File: src/rtl/xbar_rob_pkg.sv
// xbar_rob_pkg: default sizes, bank one-hot decode and per-bank return beat type for xbar_rob_gen
package xbar_rob_pkg;
  localparam int NUM_BANKS_D = 4;
  localparam int CH_ID_W_D   = 2;
  localparam int ROB_DEPTH_D = 8;
  localparam int ROB_PTR_W_D = $clog2(ROB_DEPTH_D);
  localparam int DATA_W_D    = 128;
  localparam int KOF_AW_D    = 4;
  localparam int MAX_BANKS   = 64;
  typedef struct packed {
    logic                   valid;
    logic [CH_ID_W_D-1:0]   ch_id;
    logic [ROB_PTR_W_D-1:0] rob_num;
    logic [DATA_W_D-1:0]    data;
  } bank_beat_t;
  function automatic logic [MAX_BANKS-1:0] bank_sel(input int unsigned id);
    return MAX_BANKS'(1) << id;
  endfunction
endpackage

File: src/rtl/rob_bank_buffer.sv
// rob_bank_buffer: one bank's ROB slots with valid bits, read pointer and overwrite detect
// Ports: wr_i/wr_idx_i/wr_data_i slot write, pop_i releases slot rd_ptr and advances it,
// head_valid_o/head_data_o slot at rd_ptr, ovf_o write hit an occupied slot (dropped),
// rd_ptr_o present only with XBAR_ROB_BYPASS_EN.
module rob_bank_buffer #(
  parameter int ROB_DEPTH = 8,
  parameter int ROB_PTR_W = 3,
  parameter int DATA_W    = 128
) (
  input  logic                 clk_i,
  input  logic                 rst_ni,
  input  logic                 wr_i,
  input  logic [ROB_PTR_W-1:0] wr_idx_i,
  input  logic [DATA_W-1:0]    wr_data_i,
  input  logic                 pop_i,
  output logic                 head_valid_o,
  output logic [DATA_W-1:0]    head_data_o,
  output logic                 ovf_o
`ifdef XBAR_ROB_BYPASS_EN
  , output logic [ROB_PTR_W-1:0] rd_ptr_o
`endif
);
  logic [DATA_W-1:0]    mem_q [ROB_DEPTH];
  logic [ROB_DEPTH-1:0] vld_q, vld_d;
  logic [ROB_PTR_W-1:0] rp_q;
  logic                 wr_ok;
  assign wr_ok        = wr_i & ~vld_q[wr_idx_i];
  assign ovf_o        = wr_i & vld_q[wr_idx_i];
  assign head_valid_o = vld_q[rp_q];
  assign head_data_o  = mem_q[rp_q];
`ifdef XBAR_ROB_BYPASS_EN
  assign rd_ptr_o     = rp_q;
`endif
  // popped slot is valid, so a same-cycle write to it is an overwrite and never reaches wr_ok
  always_comb begin
    vld_d = vld_q;
    if (pop_i) vld_d[rp_q] = 1'b0;
    if (wr_ok) vld_d[wr_idx_i] = 1'b1;
  end
  always_ff @(posedge clk_i or negedge rst_ni)
    if (!rst_ni) begin
      vld_q <= '0;
      rp_q  <= '0;
    end else begin
      vld_q <= vld_d;
      rp_q  <= rp_q + ROB_PTR_W'(pop_i);
    end
  always_ff @(posedge clk_i)
    if (wr_ok) mem_q[wr_idx_i] <= wr_data_i;
endmodule

File: src/rtl/sync_fifo.sv
// sync_fifo: synchronous FIFO, 2**AW entries of DW bits, registered full flag
// Ports: push_i/din_i write, pop_i read (dout_o is the head), empty_o/full_o status,
// push_err_o push while full without a pop, pop_err_o pop while empty.
module sync_fifo #(
  parameter int AW = 4,
  parameter int DW = 8
) (
  input  logic          clk_i,
  input  logic          rst_ni,
  input  logic          push_i,
  input  logic          pop_i,
  input  logic [DW-1:0] din_i,
  output logic [DW-1:0] dout_o,
  output logic          empty_o,
  output logic          full_o,
  output logic          push_err_o,
  output logic          pop_err_o
);
  logic [DW-1:0] mem_q [2**AW];
  logic [AW-1:0] wp_q, rp_q;
  logic [AW:0]   cnt_q, cnt_d;
  logic          full_q, do_push, do_pop;
  assign do_pop     = pop_i & ~empty_o;
  // a pop frees the slot first, so push while full is accepted in that cycle
  assign do_push    = push_i & (~full_q | do_pop);
  assign cnt_d      = cnt_q + (AW+1)'(do_push) - (AW+1)'(do_pop);
  assign dout_o     = mem_q[rp_q];
  assign empty_o    = cnt_q == '0;
  assign full_o     = full_q;
  assign push_err_o = push_i & ~do_push;
  assign pop_err_o  = pop_i & empty_o;
  always_ff @(posedge clk_i or negedge rst_ni)
    if (!rst_ni) begin
      wp_q   <= '0;
      rp_q   <= '0;
      cnt_q  <= '0;
      full_q <= 1'b0;
    end else begin
      wp_q   <= wp_q + AW'(do_push);
      rp_q   <= rp_q + AW'(do_pop);
      cnt_q  <= cnt_d;
      full_q <= cnt_d == (AW+1)'(2**AW);
    end
  always_ff @(posedge clk_i)
    if (do_push) mem_q[wp_q] <= din_i;
endmodule

File: src/rtl/xbar_rob_gen.sv
// xbar_rob_gen: per-channel reorder stage returning bank read data in issue order
// Ports: req_kickoff_i/req_bank_id_i record issue order, kof_full_o order FIFO full,
// bank_* flattened per-bank return buses, bank_pop_o one-hot slot release,
// rtn_valid_o/rtn_ready_i/rtn_data_o registered ordered return, err_o sticky protocol error.
// Option: XBAR_ROB_BYPASS_EN forwards a write to the awaited head slot straight to the output.
module xbar_rob_gen
  import xbar_rob_pkg::*;
#(
  parameter int CHANNEL_ID = 0,
  parameter int NUM_BANKS  = NUM_BANKS_D,
  parameter int BANK_ID_W  = $clog2(NUM_BANKS),
  parameter int CH_ID_W    = CH_ID_W_D,
  parameter int ROB_DEPTH  = ROB_DEPTH_D,
  parameter int ROB_PTR_W  = $clog2(ROB_DEPTH),
  parameter int DATA_W     = DATA_W_D,
  parameter int KOF_AW     = KOF_AW_D
) (
  input  logic                           clk_i,
  input  logic                           rst_ni,
  input  logic                           req_kickoff_i,
  input  logic [BANK_ID_W-1:0]           req_bank_id_i,
  output logic                           kof_full_o,
  input  logic [NUM_BANKS-1:0]           bank_valid_i,
  input  logic [NUM_BANKS*CH_ID_W-1:0]   bank_ch_id_i,
  input  logic [NUM_BANKS*ROB_PTR_W-1:0] bank_rob_num_i,
  input  logic [NUM_BANKS*DATA_W-1:0]    bank_data_i,
  output logic [NUM_BANKS-1:0]           bank_pop_o,
  output logic                           rtn_valid_o,
  input  logic                           rtn_ready_i,
  output logic [DATA_W-1:0]              rtn_data_o,
  output logic                           err_o
);
  logic [NUM_BANKS-1:0] wr, hv, ovf;
  logic [DATA_W-1:0]    hd [NUM_BANKS];
  logic [DATA_W-1:0]    wd [NUM_BANKS];
  logic [ROB_PTR_W-1:0] wi [NUM_BANKS];
  logic [BANK_ID_W-1:0] head;
  logic [DATA_W-1:0]    pop_data, rtn_data_q;
  logic                 empty, push_err, pop_err, slot_ok, pop, byp, rtn_valid_q, err_q;
  sync_fifo #(.AW(KOF_AW), .DW(BANK_ID_W)) u_kof (
    .clk_i(clk_i), .rst_ni(rst_ni), .push_i(req_kickoff_i), .pop_i(pop), .din_i(req_bank_id_i),
    .dout_o(head), .empty_o(empty), .full_o(kof_full_o), .push_err_o(push_err), .pop_err_o(pop_err)
  );
  // head bank is expected and the output register can take a new beat
  assign slot_ok = ~empty & (~rtn_valid_q | rtn_ready_i);
`ifdef XBAR_ROB_BYPASS_EN
  logic [ROB_PTR_W-1:0] rp [NUM_BANKS];
  assign byp = slot_ok & ~hv[head] & wr[head] & (wi[head] == rp[head]);
`else
  assign byp = 1'b0;
`endif
  assign pop        = slot_ok & (hv[head] | byp);
  assign pop_data   = byp ? wd[head] : hd[head];
  assign bank_pop_o = pop ? NUM_BANKS'(bank_sel(32'(head))) : '0;
  for (genvar b = 0; b < NUM_BANKS; b++) begin : g_bank
    logic sel;
    assign sel   = head == BANK_ID_W'(b);
    assign wr[b] = bank_valid_i[b] & (bank_ch_id_i[b*CH_ID_W +: CH_ID_W] == CH_ID_W'(CHANNEL_ID));
    assign wi[b] = bank_rob_num_i[b*ROB_PTR_W +: ROB_PTR_W];
    assign wd[b] = bank_data_i[b*DATA_W +: DATA_W];
    rob_bank_buffer #(.ROB_DEPTH(ROB_DEPTH), .ROB_PTR_W(ROB_PTR_W), .DATA_W(DATA_W)) u_buf (
      .clk_i(clk_i), .rst_ni(rst_ni), .wr_i(wr[b] & ~(byp & sel)), .wr_idx_i(wi[b]),
      .wr_data_i(wd[b]), .pop_i(pop & sel), .head_valid_o(hv[b]), .head_data_o(hd[b]), .ovf_o(ovf[b])
`ifdef XBAR_ROB_BYPASS_EN
      , .rd_ptr_o(rp[b])
`endif
    );
  end
  always_ff @(posedge clk_i or negedge rst_ni)
    if (!rst_ni) begin
      rtn_valid_q <= 1'b0;
      rtn_data_q  <= '0;
      err_q       <= 1'b0;
    end else begin
      if (pop) begin
        rtn_valid_q <= 1'b1;
        rtn_data_q  <= pop_data;
      end else if (rtn_ready_i) rtn_valid_q <= 1'b0;
      err_q <= err_q | (|ovf) | push_err | pop_err;
    end
  assign rtn_valid_o = rtn_valid_q;
  assign rtn_data_o  = rtn_data_q;
  assign err_o       = err_q;
endmodule

File: config.mk
export PLATFORM = sky130hd
export DESIGN_NAME = xbar_rob_gen
export DESIGN_NICKNAME = d
export VERILOG_FILES = /design/src/rtl/xbar_rob_pkg.sv /design/src/rtl/rob_bank_buffer.sv /design/src/rtl/sync_fifo.sv /design/src/rtl/xbar_rob_gen.sv
export SDC_FILE = /design/constraint.sdc
export NUM_CORES = 2
export LEC_CHECK = 0
export CAP_MARGIN = 20
export CORE_UTILIZATION = 63
export CTS_CLUSTER_SIZE = 28
export DETAILED_ROUTE_END_ITERATION = 12
export DONT_BUFFER_PORTS = 1
export MAX_ROUTING_LAYER = met4
export PLACE_DENSITY = 0.88
export SLEW_MARGIN = 5
export SYNTH_ARGS = -nofsm -noshare
export SYNTH_HDL_FRONTEND = slang
export SYNTH_HIERARCHICAL = 1
export SYNTH_MEMORY_MAX_BITS = 65536
export SYNTH_SLANG_ARGS = --single-unit
File: constraint.sdc
create_clock -name clk_i -period 8 [get_ports clk_i]
set_clock_uncertainty 0.2 [all_clocks]
set_input_delay 2 -clock clk_i [delete_from_list [all_inputs] [get_ports clk_i]]
set_output_delay 2 -clock clk_i [all_outputs]
set_load 0.01 [all_outputs]
==> qor.yml <==
status: "complete, no violations"
grt_pass1_vias: 82500
syn-num-nets: 7351
fin_util_pct: 70.5
yosysSeqAreaShare_pct: 77.0
final_antenna_net_count: 0
holdWs_ns: 0.347
synth_top_cell_by_area: "edfxtp_1"
cts_resized: 0
hp-start: "g_bank[0].u_buf/vld_q[6]"
synth_warnings: 6
cp_slowest_stage_delay_ns: 0.77
synthCells: 6790
tritoncts: "built"
path_cells: "mux2i_1, a221oi_1, a21oi_1, o21ai_4, buf_12, nand3b_1, nor2_1"
regToRegEndpoint: "u_kof/full_o"
crit_arrival_ns: 4.26
grt_usage_pct: 35.4
clk_latency_ns: 0.96
finalWeightedCongestion: 0.839
synth.most_common_cell: "edfxtp_1"
drt-initial-drc-count: 11400
final.period_utilization_pct: 80.8
placed_cells: 10100
maxCapViolCount: 0
whs_endpoint: "g_bank[0].u_buf/vld_q[6]"
cp-start-kind: "register"
portBuffers: 0
setup_viol: 0
ys_ff_latch: 4316
vias_per_cell: 7.31
coreArea_um2: 263000
holdPathStages: 2
final_max_slew_viol_count: 0
fin_nets: 7550
row_count: 188
drc_errors: 0
worstSetupPathType: "register to primary output"
worst_pin_slew_ns: 1.20
layout_min_cycle_time_ns: 6.46
overflow: 0
cts_buffer_depth: 4
synth_top_area_share_pct: 74.2
area_growth_pct: 11.0
numCtsBuffers: 409
start_util_pct: 63.5
synth-async-reset-ratio_pct: 4.36
dr_total_vias: 79500
syn_avg_cell_area_um2: 24.6
drive_gt1_share_pct: 33.5
root_buffer: "clkbuf_16"
synth_edf_count: 4128
synth_area_leaders: "edfxtp_1 (74%), mux4_2 (13%), mux2_2 (4.4%)"
slew_headroom_pct: 19.7
nFillCells: 13600
reg2reg_setup_slack_ns: 2.10
synth_cell_types: 47
synth_area_um2: 167000
die-area_um2: 267000
crit_slowest_cell: "nor2_1"
required_ns: 5.80
timing.fmax_ghz: 0.155
h-tree-depth: 5
r2r_start: "u_kof/rp_q[0]"
wl_um: 453000
instances_no_fill: 10900
grt_pass1_wl_um: 632000
drt_pre_antenna_iters: 6
power_leakage_nw: 58.1
ios: 677
antenna_found_initial: 30
powerDensity_nw_per_um2: 352
crit_fanout: 91
grt_max_degree: 189
setup.worst_path.end_class: "primary output"
dp_hpwl_um: 246000
cts_sinks: 4316
fp.dieH_um: 517
reg2regPathDepth: 19
die_width_um: 517
wire_per_inst_um: 41.6
ir_drop_uv: 481
rsz0062_at_grt: "no"
synth-main-ff-cell: "edfxtp_1"
synth_common_cells: "edfxtp_1 (4128), mux4_2 (993), mux2_2 (660)"
hold_path.class: "register to register"
path_clk_slew_ns: 0.06
hold_viol: 0
cts_setup_buffers: 0
hold_buffers: 0
## where the power goes
| group | total (W) | internal (W) | leakage (nW) | switching, W |
|---|---|---|---|---|
| registers | 0.0271 | 0.0255 | 39.4 | 0.00154 |
| logic | 0.0178 | 0.00899 | 12.0 | 0.00880 |
| clock network | 0.0204 | 0.0115 | 6.75 | 0.00891 |
## placed cells by master (no fill, tap or decap), types with 21 or more instances in the layout
cell type      n
clkinvlp_4    21
nor2_1        22
mux4_1       174
clkinv_1      80
nand2_1       31
nand3_1       22
clkinv_2      59
buf_4         64
dfrtp_1      176
buf_12        70
bufinv_16     56
mux4_2       993
clkbuf_1      74
o21ai_0       54
mux2_2       660
nor2_4        32
edfxtp_1    4128
clkbuf_16    410
## worst max path at each step
stage	start	endpoint	slack, ns	cells after the start
floorplan	bank_rob_num_i[0]	g_bank[0].u_buf/mem_q[5][0]	-1.21	6
global placement	bank_rob_num_i[0]	g_bank[0].u_buf/mem_q[5][105]	2.57	6
detailed placement	bank_rob_num_i[0]	g_bank[0].u_buf/mem_q[5][102]	2.51	6
CTS	u_kof/rp_q[0]	bank_pop_o[3]	1.57	7
global route	u_kof/rp_q[0]	bank_pop_o[3]	1.42	7
finish	u_kof/rp_q[0]	bank_pop_o[3]	1.54	7
## registers in the layout, indices dropped and copies added (netlist names), 4 cells and up
register	count
u_kof/wp_q	4
g_bank.u_buf/mem_q	4096
g_bank.u_buf/rp_q	12
g_bank.u_buf/vld_q	32
u_kof/cnt_q	5
rtn_data_o	128
u_kof/rp_q	4
u_kof/mem_q	32
## logic make-up (layout without fill, tap and decap cells)
logic type / Yosys count / after routing / synth area share, %
AOI/OAI and AO/OA: 81 / 81 / 0.284
DFF: 4316 / 4316 / 77.0
other: 0 / 18 / 0
muxes: 1832 / 1832 / 20.6
buffers and inverters: 359 / 912 / 1.40
and+or+nand+nor: 172 / 172 / 0.525
xor gates and xnor gates: 11 / 11 / 0.0576
adders and majority gates: 19 / 19 / 0.147
## metrics by stage
stage	instance area [µm²]	total power (W)	setup WS, ns	TNS (ns)
5_1_grt	185000	0.0666	1.42	0
4_1_cts	185000	0.0651	1.57	0
2_1_floorplan	167000	0.0401	-1.21	-4892.57
6_report	185000	0.0653	1.54	0
3_5_place_dp	171000	0.0442	2.51	0
3_3_place_gp	171000	0.0434	2.57	0
## metal layers
layer,global-route usage [%],share of wire [%],vias up
met1,42.3,31,41600
met5,-,0,-
met2,54.5,48,6867
li1,-,-,29600
met4,17.5,6.1,0
met3,11.7,14,1438
## final cells by class
| type | instances | area (µm²) | area share [%] |
|---|---|---|---|
| Sequential cell | 4316 | 129000 | 69.4 |
| Multi-Input combinational cell | 2115 | 36400 | 19.6 |
| Clock inverter | 262 | 3190 | 1.72 |
| Inverter | 12 | 45.0 | 0.0243 |
| Tap cell | 3515 | 4400 | 2.37 |
| Timing Repair Buffer | 135 | 1890 | 1.02 |
| Clock buffer | 503 | 10800 | 5.82 |
| Antenna cell | 18 | 45.0 | 0.0243 |
## worst max-delay path, delay by kind of cell (launching register included)
| family | cells | cell delay [ns] |
|---|---|---|
| AO/OA/AOI/OAI | 3 | 0.74 |
| buffers and inverters | 1 | 0.53 |
| flip-flops | 1 | 0.67 |
| multiplexers | 1 | 0.16 |
| AND/OR/NAND/NOR | 2 | 1.17 |
Note: power is estimated with default switching activity, not from simulation.
